$ cat src/rtl/hilo_muldiv_if.sv
// Operation request/response bundle of the HI/LO multiply-divide unit.
// The master issues start/op/operands and reads busy/done/HI/LO back.
interface hilo_muldiv_if #(
    parameter int W = 32
);
    // start is taken only while busy is low and flush is low.
    // done pulses for exactly one cycle, in the first cycle HI/LO show the new result.
    logic         flush;
    logic         start;
    logic [2:0]   op;
    logic [W-1:0] a;
    logic [W-1:0] b;
    logic         busy;
    logic         done;
    logic [W-1:0] hi_o;
    logic [W-1:0] lo_o;
    logic [1:0]   dbg_state;

    modport master (
        output flush, start, op, a, b,
        input  busy, done, hi_o, lo_o, dbg_state
    );

    modport slave (
        input  flush, start, op, a, b,
        output busy, done, hi_o, lo_o, dbg_state
    );
endinterface

$ cat src/rtl/hilo_muldiv.sv
// HI/LO register unit: single-cycle multiply and MT writes, plus a W-cycle
// restoring divider with a final sign-fixup cycle. Flush or reset aborts a divide.
module hilo_muldiv #(
    parameter int W  = 32,
    parameter int CW = $clog2(W) + 1
) (
    input  logic         clk,
    input  logic         rst,
    hilo_muldiv_if.slave bus
);
    typedef enum logic [1:0] {
        S_IDLE = 2'd0,
        S_DIV  = 2'd1,
        S_FIN  = 2'd2
    } state_e;

    localparam logic [2:0] OP_MULT  = 3'd0;
    localparam logic [2:0] OP_MULTU = 3'd1;
    localparam logic [2:0] OP_DIV   = 3'd2;
    localparam logic [2:0] OP_DIVU  = 3'd3;
    localparam logic [2:0] OP_MTHI  = 3'd4;
    localparam logic [2:0] OP_MTLO  = 3'd5;

    state_e       state_q, state_d;
    logic [CW-1:0] cnt_q, cnt_d;
    logic [W-1:0] hi_q, hi_d;
    logic [W-1:0] lo_q, lo_d;
    logic [W-1:0] rem_q, rem_d;
    logic [W-1:0] quo_q, quo_d;
    logic [W-1:0] dvs_q, dvs_d;
    logic         qneg_q, qneg_d;
    logic         rneg_q, rneg_d;
    logic         done_q, done_d;

    logic           accept;
    logic           a_neg, b_neg;
    logic [2*W-1:0] ext_a, ext_b, prod;
    logic [W-1:0]   a_mag, b_mag;
    logic [W:0]     trial;
    logic [W-1:0]   quo_fix, rem_fix;

    assign bus.busy      = (state_q != S_IDLE);
    assign bus.done      = done_q;
    assign bus.hi_o      = hi_q;
    assign bus.lo_o      = lo_q;
    assign bus.dbg_state = state_q;

    always_comb begin
        state_d = state_q;
        cnt_d   = cnt_q;
        hi_d    = hi_q;
        lo_d    = lo_q;
        rem_d   = rem_q;
        quo_d   = quo_q;
        dvs_d   = dvs_q;
        qneg_d  = qneg_q;
        rneg_d  = rneg_q;
        done_d  = 1'b0;

        accept = bus.start && !bus.busy && !bus.flush && (bus.op <= OP_MTLO);

        // op[0]==0 selects the signed flavour for both MULT and DIV.
        a_neg = !bus.op[0] && bus.a[W-1];
        b_neg = !bus.op[0] && bus.b[W-1];

        // Low 2W bits of the product of extended operands equal the true product.
        ext_a = a_neg ? {{W{1'b1}}, bus.a} : {{W{1'b0}}, bus.a};
        ext_b = b_neg ? {{W{1'b1}}, bus.b} : {{W{1'b0}}, bus.b};
        prod  = ext_a * ext_b;

        a_mag = a_neg ? -bus.a : bus.a;
        b_mag = b_neg ? -bus.b : bus.b;

        trial   = {rem_q, quo_q[W-1]} - {1'b0, dvs_q};
        quo_fix = qneg_q ? -quo_q : quo_q;
        rem_fix = rneg_q ? -rem_q : rem_q;

        case (state_q)
            S_IDLE: begin
                if (accept) begin
                    case (bus.op)
                        OP_MULT, OP_MULTU: begin
                            hi_d   = prod[2*W-1:W];
                            lo_d   = prod[W-1:0];
                            done_d = 1'b1;
                        end
                        OP_DIV, OP_DIVU: begin
                            rem_d   = '0;
                            cnt_d   = '0;
                            state_d = S_DIV;
                            // A zero divisor keeps the raw dividend so the remainder comes out as a.
                            if (bus.b == '0) begin
                                quo_d  = bus.a;
                                dvs_d  = '0;
                                qneg_d = 1'b0;
                                rneg_d = 1'b0;
                            end else begin
                                quo_d  = a_mag;
                                dvs_d  = b_mag;
                                qneg_d = a_neg ^ b_neg;
                                rneg_d = a_neg;
                            end
                        end
                        OP_MTHI: begin
                            hi_d   = bus.a;
                            done_d = 1'b1;
                        end
                        default: begin
                            lo_d   = bus.a;
                            done_d = 1'b1;
                        end
                    endcase
                end
            end
            S_DIV: begin
                if (bus.flush) begin
                    state_d = S_IDLE;
                end else begin
                    // quo_q doubles as the dividend shift register, MSB consumed first.
                    if (!trial[W]) begin
                        rem_d = trial[W-1:0];
                        quo_d = {quo_q[W-2:0], 1'b1};
                    end else begin
                        rem_d = {rem_q[W-2:0], quo_q[W-1]};
                        quo_d = {quo_q[W-2:0], 1'b0};
                    end
                    cnt_d = cnt_q + 1'b1;
                    if (cnt_q == CW'(W - 1)) state_d = S_FIN;
                end
            end
            S_FIN: begin
                state_d = S_IDLE;
                if (!bus.flush) begin
                    lo_d   = quo_fix;
                    hi_d   = rem_fix;
                    done_d = 1'b1;
                end
            end
            default: state_d = S_IDLE;
        endcase
    end

    always_ff @(posedge clk) begin
        if (rst) begin
            state_q <= S_IDLE;
            cnt_q   <= '0;
            hi_q    <= '0;
            lo_q    <= '0;
            rem_q   <= '0;
            quo_q   <= '0;
            dvs_q   <= '0;
            qneg_q  <= 1'b0;
            rneg_q  <= 1'b0;
            done_q  <= 1'b0;
        end else begin
            state_q <= state_d;
            cnt_q   <= cnt_d;
            hi_q    <= hi_d;
            lo_q    <= lo_d;
            rem_q   <= rem_d;
            quo_q   <= quo_d;
            dvs_q   <= dvs_d;
            qneg_q  <= qneg_d;
            rneg_q  <= rneg_d;
            done_q  <= done_d;
        end
    end
endmodule

$ cat src/flat_wrapper.sv
// flat-port wrapper written by rule: the top's interface ports become plain ports
module hilo_muldiv_flat 
#(
    parameter int W  = 32,
    parameter int CW = $clog2(W) + 1
)
  (clk, rst, bus_flush, bus_start, bus_op, bus_a, bus_b, bus_busy, bus_done, bus_hi_o, bus_lo_o, bus_dbg_state);
  hilo_muldiv_if #(.W(W)) bus_i ();
  input  logic clk;
  input  logic rst;
  input wire logic [$bits(bus_i.flush)-1:0] bus_flush;
  input wire logic [$bits(bus_i.start)-1:0] bus_start;
  input wire logic [$bits(bus_i.op)-1:0] bus_op;
  input wire logic [$bits(bus_i.a)-1:0] bus_a;
  input wire logic [$bits(bus_i.b)-1:0] bus_b;
  output wire logic [$bits(bus_i.busy)-1:0] bus_busy;
  output wire logic [$bits(bus_i.done)-1:0] bus_done;
  output wire logic [$bits(bus_i.hi_o)-1:0] bus_hi_o;
  output wire logic [$bits(bus_i.lo_o)-1:0] bus_lo_o;
  output wire logic [$bits(bus_i.dbg_state)-1:0] bus_dbg_state;
  assign bus_i.flush = bus_flush;
  assign bus_i.start = bus_start;
  assign bus_i.op = bus_op;
  assign bus_i.a = bus_a;
  assign bus_i.b = bus_b;
  assign bus_busy = bus_i.busy;
  assign bus_done = bus_i.done;
  assign bus_hi_o = bus_i.hi_o;
  assign bus_lo_o = bus_i.lo_o;
  assign bus_dbg_state = bus_i.dbg_state;
  hilo_muldiv #(.W(W), .CW(CW)) u_core (.clk(clk), .rst(rst), .bus(bus_i));
endmodule
$ cat config.mk
export PLATFORM = sky130hd
export DESIGN_NAME = hilo_muldiv_flat
export DESIGN_NICKNAME = d
export VERILOG_FILES = /design/src/rtl/hilo_muldiv_if.sv /design/src/rtl/hilo_muldiv.sv /design/src/flat_wrapper.sv
export SDC_FILE = /design/constraint.sdc
export NUM_CORES = 2
export LEC_CHECK = 0
export ABC_AREA = 0
export CORE_MARGIN = 5
export CORE_UTILIZATION = 45
export CTS_CLUSTER_DIAMETER = 150
export CTS_CLUSTER_SIZE = 8
export DETAILED_ROUTE_END_ITERATION = 8
export GPL_TIMING_DRIVEN = 0
export SETUP_SLACK_MARGIN = 0.5
export SLEW_MARGIN = 20
export SYNTH_ARGS = -nofsm -noshare
export SYNTH_HDL_FRONTEND = slang
export SYNTH_SLANG_ARGS = --single-unit
export TNS_END_PERCENT = 10
$ cat constraint.sdc
create_clock -name clk -period 17.6 [get_ports clk]
set_input_delay 3.52 -clock clk [delete_from_list [all_inputs] [get_ports clk]]
set_output_delay 3.52 -clock clk [all_outputs]
set_load 0.1 [all_outputs]
==> metrics.txt <==
status=completed; Top cell by count, worst path=fa_1; NumNets Final=8617; max incr delay on CP=1040 ps; largest net degree at the start of global routing=22; port buffer count=97; reg2reg end=u_core.quo_q[0]; Finish-stage setup viols=0; grt ovf=0; crit-path max FO=10; slew at the pin closest to its max-slew limit=roughly 1300 ps; final setup skew=14.8 ps; DRC=0; Core Rows=~130; Req. time, crit path=17960 ps; Clk Tree Root Cell=clkbuf_16; post-route ant nets=0; Post-CTS Setup Bufs=0; area of the multi-input gates=48800 um^2; first-pass GRT wire length=354000 um; FILL cells=12739; layout cells sized above 1=0.0228; number of synthesized flops with an enable pin=0; Synth area leader=fa_1; Avg WL per Cell=between 20 and 30 um; Detail Placement HPWL=around 210000 um; Synth cell types=83; Yosys Warn Count=0; Setup crit start kind=input port; ys flop type=dfxtp_1; via count=slightly below 50000; Synth Instances=around 6700; Fmax achieved=between 0.06 and 0.07 GHz; mapped cell area=59600 um^2; Core Region=132000 um^2; worst hold endpoint=u_core.bus.hi_o[26]; die width=374 um; Final Hold Viols=0; final setup TNS=0 ps; CTS buffer count=17; via/cell ratio=about 5.6; Die H=374 um; post-CTS sizing=0; Pins Over Slew Limit=0; flops & latches, synth=171; Arrival @ worst endpoint=16340 ps; max_cap viols=0; Reg clk slew, reported paths=~80 ps; RSZ-0062 raised after global routing=no; area grow syn2layout=6.79%; hold path depth=2; R2R setup slack=between 10000 and 15000 ps; DR pass1 iterations=6; Async SR Flop Fraction=0; Worst-Skew Late Latency=460 ps; Syn Nets=8493; critical path class=input port to register; Core Util, Final=0.484; hold_sp=u_core.bus.hi_o[26]; Initial DRC Count=about 5000; worst min path class=register to register; initial antenna violation count=35; Die ar.=140000 um^2; Final period util=0.908; Placed Cells=around 8500; top post-synthesis cells by area=fa_1 (48%), inv_1 (9.8%), ha_1 (7.2%); vias in the first global route=50321; r2r worst-path depth=16; clk buf depth=2; Seq/Total Area, Yosys=0.0574; Clock Sinks=171; worst reg2reg path startpoint=u_core.quo_q[31]; Top Ports=139; Non-Filler Instances=8562; CTS tree=done; Max-slew headroom=0.125; GRT Total Usage=0.350; Storage cell area=between 3000 and 4000 um^2; crit path time final=15980 ps; Initial Util=0.453; crit end category=register; H-tree depth=4; syn_area_per_cell=roughly 9 um^2; routability-driven placement congestion ratio=just over 1; area share of the largest cell type after synthesis=0.477; Post-CTS Hold Fix Bufs=0; CP max stage cell=nor2b_1; WL final=245000 um
Yosys cell counts (32+ instances only):
master    instances
nor3_1           40
xor2_1           85
a22oi_1          32
o21ai_0         120
nand2_1         756
a21o_1           51
nor2_1          133
nand3_1          42
o31ai_1          33
o22ai_1          34
clkbuf_1        337
xnor2_1         170
and2_1          592
buf_1            41
dfxtp_1         171
ha_1            345
fa_1           1420
a21oi_1         200
o211ai_1         74
mux2i_1          34
inv_1          1559
layout by cell type, fill, tap and decap left out, types with 27 or more instances in the layout:
master	n
inv_1	1558
fa_1	1420
nand2_1	755
and2_1	592
ha_1	345
clkbuf_1	289
a21oi_1	200
dfxtp_1	171
xnor2_1	170
nor2_1	132
o21ai_0	120
clkdlybuf4s50_1	97
xor2_1	85
o211ai_1	74
a21o_1	51
clkbuf_2	50
nand3_1	42
nor3_1	39
o22ai_1	34
mux2i_1	34
o31ai_1	33
a22oi_1	32
buf_1	30
or3_1	28
o21ai_1	27
sequential cells by signal, summed over array words and instances, names as in the netlist:
signal	flops
u_core.quo_q	32
u_core.rneg_q	1
u_core.bus.done	1
u_core.bus.hi_o	32
u_core.qneg_q	1
u_core.cnt_q	6
u_core.rem_q	32
u_core.dvs_q	32
u_core.bus.lo_o	32
u_core.bus.dbg_state	2
worst max-delay path, delay by kind of cell:
family	cells	cell delay, ps
AO/OA/AOI/OAI	5	1360
buffers and inverters	8	2710
AND/OR/NAND/NOR	6	2470
adder cells (fa/ha/maj)	11	6210
logic make-up (layout without fill, tap and decap cells):
group / count (synthesis) / after routing / synth area share
other: 0 / 13 / 0
AO/OA/AOI/OAI: 753 / 753 / 0.0821
AND/OR/NAND/NOR: 1731 / 1731 / 0.144
multiplexers: 34 / 34 / 0.00571
flip-flops: 171 / 171 / 0.0574
XOR/XNOR: 255 / 255 / 0.0375
buffers and inverters: 1947 / 2084 / 0.124
adder cells (fa/ha/maj): 1766 / 1766 / 0.549
final cells by class:
| cell class | instances | area share |
|---|---|---|
| clock buffer | 20 | 0.00717 |
| antenna | 13 | 0.000511 |
| buffer | 388 | 0.0250 |
| multi-input combinational | 4539 | 0.767 |
| inverter | 1559 | 0.0919 |
| timing repair buffer | 105 | 0.0177 |
| tap | 1755 | 0.0345 |
| clock inverter | 12 | 0.00236 |
| sequential | 171 | 0.0538 |
through the flow:
step / cell area [um^2] / setup slack [ps] / hold slack, ps
global route: 63600 / 1530 / 479
detailed placement: 63000 / 1460 / 449
floorplan: 59600 / 5040 / 432
global placement: 62800 / 1500 / 446
CTS: 63600 / 1930 / 459
finish: 63700 / 1620 / 456
worst max-delay path by stage:
stage | to | from | slack (ps) | depth (start not counted)
2_1_floorplan | u_core.bus.hi_o[29] | bus_a[31] | 5040 | 31
3_3_place_gp | u_core.bus.hi_o[28] | bus_op[0] | 1500 | 30
3_5_place_dp | u_core.bus.hi_o[28] | bus_op[0] | 1460 | 30
4_1_cts | u_core.bus.hi_o[28] | bus_op[0] | 1930 | 30
5_1_grt | u_core.bus.hi_o[31] | bus_op[0] | 1530 | 29
6_report | u_core.bus.hi_o[28] | bus_op[0] | 1620 | 30
routing by layer:
metal / global-route usage / vias to the layer above / routed length, um
li1: - / 20214 / -
met1: 0.452 / 24755 / 94300
met2: 0.532 / 2709 / 105000
met3: 0.0952 / 683 / 26900
met4: 0.203 / 14 / 18400
met5: 0 / - / 90
Power is not shown: default switching activity piles up to over one toggle a cycle in this logic, so the estimate is an artifact.
